File: src/rtl/program_loader_pkg.sv
// rtl/program_loader_pkg.sv - shared types and constants for the instruction-memory program loader
package program_loader_pkg;

   typedef enum logic [3:0] {
      IDLE,
      CNT_HI,
      CNT_LO,
      DATA_HI,
      DATA_LO,
      WRITE,
      CHECK,
      DONE,
      ERROR
   } state_t;

   localparam int HEADER_BYTES = 2;
   localparam int WORD_BYTES   = 2;
   localparam int INSTR_WIDTH  = WORD_BYTES * 8;
   localparam int COUNT_WIDTH  = HEADER_BYTES * 8;

   // States in which the loader offers rx_ready and the idle timeout runs.
   function automatic logic is_rx_state(input state_t s);
      return s inside {CNT_HI, CNT_LO, DATA_HI, DATA_LO, CHECK};
   endfunction

endpackage

File: src/rtl/program_loader_timeout.sv
// rtl/program_loader_timeout.sv - idle-cycle counter between accepted bytes; expired holds once the limit is reached
module loader_timeout #(
   parameter int TIMEOUT_CYCLES = 1000000
) (
   input  logic clock,
   input  logic reset,
   input  logic clear,
   input  logic enable,
   output logic expired
);

   localparam int CW = $clog2(TIMEOUT_CYCLES + 1);
   localparam logic [CW-1:0] LIMIT = CW'(TIMEOUT_CYCLES);

   logic [CW-1:0] count_q;
   logic [CW-1:0] count_d;

   assign expired = (count_q >= LIMIT);

   always_comb begin
      count_d = count_q;
      if (clear) begin
         count_d = '0;
      end else if (enable && !expired) begin
         count_d = count_q + 1'b1;
      end
   end

   always_ff @(posedge clock) begin
      if (reset) begin
         count_q <= '0;
      end else begin
         count_q <= count_d;
      end
   end

endmodule

File: src/rtl/program_loader.sv
// rtl/program_loader.sv - assembles a header-prefixed byte stream into 16-bit instruction memory writes
// Optional trailing XOR checksum byte when PROGRAM_LOADER_CHECKSUM_EN is defined.
module program_loader
   import program_loader_pkg::*;
#(
   parameter int ADDR_WIDTH     = 8,
   parameter int TIMEOUT_CYCLES = 1000000
) (
   input  logic                   clock,
   input  logic                   reset,
   input  logic                   start,
   input  logic [7:0]             rx_data,
   input  logic                   rx_valid,
   output logic                   rx_ready,
   output logic [ADDR_WIDTH-1:0]  im_address,
   output logic [INSTR_WIDTH-1:0] im_data,
   output logic                   im_wren,
   output logic                   cpu_hold,
   output logic                   busy,
   output logic                   done,
   output logic                   error,
   output logic [ADDR_WIDTH:0]    words_loaded
);

   localparam logic [COUNT_WIDTH:0] DEPTH = (COUNT_WIDTH+1)'(1) << ADDR_WIDTH;

   state_t state_q, state_d;

   logic [COUNT_WIDTH-1:0] count_q;
   logic [INSTR_WIDTH-1:0] data_q;
   logic [ADDR_WIDTH-1:0]  addr_q;
   logic [ADDR_WIDTH:0]    words_q;

   logic rx_ready_q, im_wren_q, cpu_hold_q, busy_q, done_q, error_q;
   logic rx_ready_d, im_wren_d, cpu_hold_d, busy_d, done_d, error_d;

   logic                   accept;
   logic                   start_take;
   logic                   expired;
   logic                   last_word;
   logic [COUNT_WIDTH-1:0] n_next;

   assign accept     = rx_valid && rx_ready_q;
   assign start_take = start && (state_q inside {IDLE, DONE, ERROR});
   assign n_next     = {count_q[COUNT_WIDTH-1:8], rx_data};
   assign last_word  = ((COUNT_WIDTH+1)'(words_q) + 1'b1) == {1'b0, count_q};

   loader_timeout #(
      .TIMEOUT_CYCLES(TIMEOUT_CYCLES)
   ) u_timeout (
      .clock  (clock),
      .reset  (reset),
      .clear  (accept || start_take),
      .enable (rx_ready_q),
      .expired(expired)
   );

`ifdef PROGRAM_LOADER_CHECKSUM_EN
   logic [7:0] xor_q;

   always_ff @(posedge clock) begin
      if (reset || start_take) begin
         xor_q <= '0;
      end else if (accept && (state_q inside {DATA_HI, DATA_LO})) begin
         xor_q <= xor_q ^ rx_data;
      end
   end
`endif

   always_ff @(posedge clock) begin
      if (reset) begin
         state_q <= IDLE;
      end else begin
         state_q <= state_d;
      end
   end

   always_comb begin
      state_d = state_q;
      if (start_take) begin
         state_d = CNT_HI;
      end else if (expired && is_rx_state(state_q)) begin
         state_d = ERROR;
      end else begin
         case (state_q)
            CNT_HI:  if (accept) state_d = CNT_LO;
            CNT_LO: begin
               if (accept) begin
                  if (n_next == '0 || {1'b0, n_next} > DEPTH) state_d = ERROR;
                  else                                        state_d = DATA_HI;
               end
            end
            DATA_HI: if (accept) state_d = DATA_LO;
            DATA_LO: if (accept) state_d = WRITE;
            WRITE: begin
`ifdef PROGRAM_LOADER_CHECKSUM_EN
               state_d = last_word ? CHECK : DATA_HI;
`else
               state_d = last_word ? DONE : DATA_HI;
`endif
            end
`ifdef PROGRAM_LOADER_CHECKSUM_EN
            CHECK: if (accept) state_d = (rx_data == xor_q) ? DONE : ERROR;
`endif
            DONE:    state_d = IDLE;
            ERROR:   state_d = ERROR;
            IDLE:    state_d = IDLE;
            default: state_d = IDLE;
         endcase
      end
   end

   // Outputs are decoded from the next state and registered, so they line up with state_q.
   always_comb begin
      rx_ready_d = is_rx_state(state_d);
      im_wren_d  = (state_d == WRITE);
      busy_d     = !(state_d inside {IDLE, DONE, ERROR});
      cpu_hold_d = !(state_d inside {IDLE, DONE});
      done_d     = (state_d == DONE);
      error_d    = (state_d == ERROR);
   end

   always_ff @(posedge clock) begin
      if (reset) begin
         rx_ready_q <= 1'b0;
         im_wren_q  <= 1'b0;
         cpu_hold_q <= 1'b0;
         busy_q     <= 1'b0;
         done_q     <= 1'b0;
         error_q    <= 1'b0;
         count_q    <= '0;
         data_q     <= '0;
         addr_q     <= '0;
         words_q    <= '0;
      end else begin
         rx_ready_q <= rx_ready_d;
         im_wren_q  <= im_wren_d;
         cpu_hold_q <= cpu_hold_d;
         busy_q     <= busy_d;
         done_q     <= done_d;
         error_q    <= error_d;

         if (start_take) begin
            addr_q  <= '0;
            words_q <= '0;
         end else if (state_q == WRITE) begin
            words_q <= words_q + 1'b1;
            // Holding the address on the final word keeps a full-depth load from wrapping to 0.
            if (!last_word) addr_q <= addr_q + 1'b1;
         end

         if (accept) begin
            case (state_q)
               CNT_HI:  count_q[COUNT_WIDTH-1:8] <= rx_data;
               CNT_LO:  count_q[7:0]             <= rx_data;
               DATA_HI: data_q[INSTR_WIDTH-1:8]  <= rx_data;
               DATA_LO: data_q[7:0]              <= rx_data;
               default: ;
            endcase
         end
      end
   end

   assign rx_ready     = rx_ready_q;
   assign im_address   = addr_q;
   assign im_data      = data_q;
   assign im_wren      = im_wren_q;
   assign cpu_hold     = cpu_hold_q;
   assign busy         = busy_q;
   assign done         = done_q;
   assign error        = error_q;
   assign words_loaded = words_q;

endmodule

File: config.mk
export PLATFORM = sky130hd
export DESIGN_NAME = program_loader
export DESIGN_NICKNAME = d
export VERILOG_FILES = /design/src/rtl/program_loader_pkg.sv /design/src/rtl/program_loader_timeout.sv /design/src/rtl/program_loader.sv
export SDC_FILE = /design/constraint.sdc
export NUM_CORES = 1
export LEC_CHECK = 0
export CORE_UTILIZATION = 60
export DETAILED_ROUTE_END_ITERATION = 12
export GPL_ROUTABILITY_DRIVEN = 0
export PLACE_DENSITY = 0.95
export SLEW_MARGIN = 20
export SYNTH_ARGS = -nofsm -noshare
export SYNTH_HDL_FRONTEND = slang
export SYNTH_HIERARCHICAL = 1
export SYNTH_SLANG_ARGS = --single-unit
File: constraint.sdc
create_clock -name clock -period 5.6 [get_ports clock]
set_input_delay 1.12 -clock clock [delete_from_list [all_inputs] [get_ports clock]]
set_output_delay 1.12 -clock clock [all_outputs]
set_load 0.02 [all_outputs]
## Word-level counts from Yosys, hierarchy flattened

Cells that the tools add are included.

- Bits in registers: 79
- Input port bits: 12
- Word-level logic and storage cells: 71

- $add $sub $neg: 4
- Magnitude comparators: 2
- Equal/unequal tests: 17
- Muxes and demuxes: 9
- Bitwise gates (word level): 1
- Reductions and logical operators: 24

Operators with widths:

| operator | count |
|---|---|
| 4-bit by 3-bit == test with 1-bit output, second input constant | 8 |
| 4-bit 2-to-1 mux | 7 |
| 4-bit one-hot mux with 6 select lines | 1 |
| 20-bit by 1-bit adder with 20-bit output, second input constant | 1 |
| 20-bit >= comparator, second input constant | 1 |
| 10-bit by 16-bit == test with 1-bit output | 1 |
| 4-bit by 2-bit == test with 1-bit output, second input constant | 4 |
| 16-bit by 9-bit > comparator with 1-bit output, second input constant | 1 |
| 16-bit zero test | 1 |
| 9-bit by 1-bit adder with 10-bit output, second input constant | 1 |
| 2-bit AND reduction | 5 |
| 5-bit nonzero test | 2 |
| 9-bit by 1-bit adder with 9-bit output, second input constant | 1 |
| 8-bit by 1-bit adder with 8-bit output, second input constant | 1 |
| 4-bit by 1-bit == test with 1-bit output, second input constant | 2 |
| 4-bit == test, second input constant | 2 |
| 4-bit zero test | 2 |
| 3-bit nonzero test | 2 |
| 1-bit logical AND | 4 |
| 2-bit OR reduction | 2 |
| 1-bit zero test | 3 |
| 3-bit 2-to-1 mux | 1 |
| 1-bit logical OR | 2 |
| 2-bit nonzero test | 1 |
| 1-bit NOT | 1 |

## Logic depth before layout (Yosys ltp)

- Word-level depth: 10
- Mapped depth: 10

## Hierarchy

Netlist, hierarchy kept.

Modules (own cells, without submodules):

| module | times used | cells each | area each (µm²) |
|---|---|---|---|
| program_loader | 1 | 311 | 2834.0 |
| loader_timeout | 1 | 144 | 1177.4 |

## Worst setup path before layout

Ideal clock, no wire load.

- Path kind: in2reg
- Start: input port rx_data[5]
- End: register rx_ready_q (netlist: rx_ready)
- Setup time: 0.092 ns
- Arrival: 2.485 ns
- Data required time: 5.508 ns
- Setup slack: 3.023 ns
- Stages: 6
- Cells stage by stage: nor4_1 a21boi_0 nor4_1 o21ai_0 o211a_1 nor4_1

- Longest elaborated chain between the ends: 9

Ends and longest elaborated chain:

| item | line | source |
|---|---|---|
| start, declared | program_loader.sv:12 | `input logic [7:0] rx_data,` |
| 16-bit by 9-bit > comparator with 1-bit output or 16-bit zero test (tied branches) | program_loader.sv:89 | `if (n_next == '0 \|\| {1'b0, n_next} > DEPTH) state_d = ERROR;` |
| 1-bit logical OR (*) | program_loader.sv:89 |  |
| 4-bit 2-to-1 mux (*) | program_loader.sv:89 |  |
| 4-bit 2-to-1 mux (*) | program_loader.sv:88 | `if (accept) begin` |
| 4-bit one-hot mux with 6 select lines (*) | program_loader.sv:85 | `case (state_q)` |
| 4-bit 2-to-1 mux (*) | program_loader.sv:82 | `end else if (expired && is_rx_state(state_q)) begin` |
| 4-bit 2-to-1 mux (*) | program_loader.sv:80 | `if (start_take) begin` |
| 4-bit by 1-bit == test with 1-bit output, or another cell as far along | program_loader_pkg.sv:23 | `return s inside {CNT_HI, CNT_LO, DATA_HI, DATA_LO, CHECK};` |
| 5-bit nonzero test (*) | program_loader_pkg.sv:23 |  |
| end signal, assigned | program_loader.sv:136 | `rx_ready_q <= rx_ready_d;` |
| end, declared | program_loader.sv:34 | `logic rx_ready_q, im_wren_q, cpu_hold_q, busy_q, done_q, error_q;` |

Every way passes the cells marked *; elsewhere a longest branch is shown, timed or not.
A chain may end at the register's enable or synchronous reset.

## Final worst setup path

Same ends and word-level chain as after synthesis.

==> out/summary.txt <==
Top_reg_cell synth: dfxtp_1
GRT Resource Usage Total: 26.38%
Share of post-route cells with drive strength above 1: 7.287%
Fin util: 72.94%
Die Y: 83.77 um
FF+latch area: 1582 um^2
GRT overflow: 0
Top cells by area, synth: dfxtp_1 39%, mux2i_1 10%, nor2_1 5.4%
Yosys top cell area share: 39.43%
Fin nets: 507
Setup skew after layout: 0.007991 ns
Startpoint class of the critical path: input pin
Area of the multi-input gates: 2278 um^2
FF+latch count, synth: 79
Setup Viol. Count Final: 0
Min-Delay Startpoint: u_timeout/count_q[3]
Setup Total Neg Slack: 0 ns
Synth unique cells: 63
Reg2reg setup slack: 2.92 ns
PD cells: 220.9 nW/um^2
Internal power: 0.7717 mW
Placed inst area: 4484 um^2
Antenna diodes: 0
Logic pwr share: 7.1%
Hold Slack: 0.4774 ns
Post_cts resized: 0
R2r worst-path depth: 7
Post-CTS Setup Inserts: 0
WL final: 8868 um
Net Sw Power: 0.2574 mW
Peak VDD IR: 158.0 uV
CTS tree: done
CTS buffer count: 9
Largest net degree at the start of global routing: 38
Initial antenna violation count: 0
Port Buffer Count: 50
Die Wd: 83.77 um
Part of the Yosys area used for sequential elements: 39.43%
Io pins: 51
Min cycle time layout: 3.261 ns
Vias: 3529
Ys async rst share: 0%
H-Tree Depth: 3
Maxcap violations: 0
Final instance area: 4658 um^2
Slew @ Worst Pin: 0.9193 ns
Worst-skew pair later-pin latency: 0.36 ns
Crit path from: rx_data[5]
First-pass GRT wire length: 15070 um
Dpl hpwl: 6067 um
Final worst slack: 2.339 ns
Root Buffer: clkbuf_8
Switching part of the total: 25.02%
Final Hold Viols: 0
Final Cycle Share: 58.23%
Sequential power share: 55.6%
Post-synth EDFFs: 0
Vias in the first global route: 3275
Clk sink count: 79
WL/cell: 15.53 um
CP Data Arrival Time: 3.52 ns
Drt drc: 0
Reg-to-Reg End: im_wren
CORE AREA: 6386 um^2
Starting Density: 62.81%
Endpoint type of the worst setup path: flip-flop
Post-synth top cells: 79 x dfxtp_1, 58 x nor2_1, 41 x mux2i_1
Top-count cell post-synth: dfxtp_1
Area leader, netlist: dfxtp_1
Row Count: 29
Synthesized cell area: 4011 um^2
Die area: 7017 um^2
P&R area growth vs syn: 16.13%
Req. time, crit path: 5.86 ns
Clk slew on worst S/H paths: 0.08 ns
Slew margin rel.: 38.71%
Synth warn: 6
Routed Antenna Nets: 0
Clock power frac: 37.3%
DRT Pass-1 Iters: 5
Pleak: 1.757 nW
Largest fanout on the critical path: 5
Status: complete, no violations
Syn Nets: 471
Placed Instances: 557
Max Buffers Root-to-Sink: 2
Overall power: 1.029 mW
Worst Setup EP: rx_ready
Post-Synthesis Cells: 455
Place WS: 2.079 ns
DR vias/cell: 6.180
Initial drt markers: 353
Worst hold path class: reg2reg
RSZ-0062 raised after global routing: no
Worst reg2reg startpoint: words_loaded[0]
Hold-fix buffers at CTS: 0
CP Class: in2reg
Fmax: 306.7 MHz
Slew Viols, Final: 0
Avg Synthesized Cell Area: 8.816 um^2
Post-Layout Cell Count: 571
Fill cell count: 457
## sequential cells by signal (all words and copies together), names as in the netlist, 4 cells and up
| signal | count |
|---|---|
| count_q | 16 |
| im_address | 8 |
| im_data | 16 |
| state_q | 4 |
| u_timeout/count_q | 20 |
| words_loaded | 9 |
## how the worst min path moves through the flow
stage                                 end  slack (ns)  cells past startpoint
detailed placement  u_timeout/count_q[19]        0.46                      1
finish               u_timeout/count_q[3]        0.48                      2
global route         u_timeout/count_q[3]        0.50                      2
floorplan           u_timeout/count_q[19]        0.44                      1
global placement    u_timeout/count_q[19]        0.45                      1
CTS                  u_timeout/count_q[3]        0.48                      2
## cell usage in the layout, fill, tap and decap left out, types with 3 or more instances in the layout
cell,count
o21ai_1,8
mux2i_1,41
nand3_1,15
nor2_1,57
o31ai_1,7
inv_1,4
and3_1,6
nand2b_1,5
nand4_1,11
nand2_1,34
and4_1,4
clkdlybuf4s50_1,50
o21ai_0,14
dfxtp_1,79
clkbuf_8,11
o211ai_1,3
and2_1,8
or2_2,3
nor3_1,8
xor2_1,6
or4_1,7
xnor2_1,11
a21oi_1,27
a2111o_1,7
nor4_1,6
or3_1,8
ha_1,4
## logic make-up after synthesis
group                    share of synthesized area, %
AND/OR/NAND/NOR                                 26.61
AO/OA/AOI/OAI                                   14.60
flip-flops                                      39.43
multiplexers                                    10.23
buffers and inverters                           3.930
XOR/XNOR                                        3.712
adder cells (fa/ha/maj)                         1.497
## cell type report
class | instances | share of cell area (%)
multi-input combinational | 345 | 48.91
sequential | 79 | 33.95
timing repair buffer | 52 | 11.07
clock buffer | 11 | 3.250
tap | 77 | 2.068
clock inverter | 3 | 0.4298
inverter | 4 | 0.3223
## power groups by stage
stage / sequential [mW] / clock (mW) / combinational, mW
6_report: 0.572 / 0.383 / 0.0733
3_5_place_dp: 0.585 / 0 / 0.0718
5_1_grt: 0.573 / 0.414 / 0.0797
2_1_floorplan: 0.585 / 0 / 0.0471
3_3_place_gp: 0.585 / 0 / 0.0691
4_1_cts: 0.572 / 0.390 / 0.0719
## critical path, stage by stage
cell and delay [ns]:
clkdlybuf4s50_1 0.50, nor4_1 0.41, a21boi_0 0.21, nor4_1 0.58, o21ai_0 0.26, o211a_1 0.20, nor4_1 0.26
## metal layers
metal / up-vias / global-route usage (%) / wire, um
li1: 1721 / - / -
met1: 1647 / 32.81 / 3933
met2: 143 / 43.98 / 4275
met3: 18 / 5.638 / 518
met4: 0 / 11.56 / 141
met5: - / 0 / 0
Note: power is estimated with default switching activity, not from simulation.
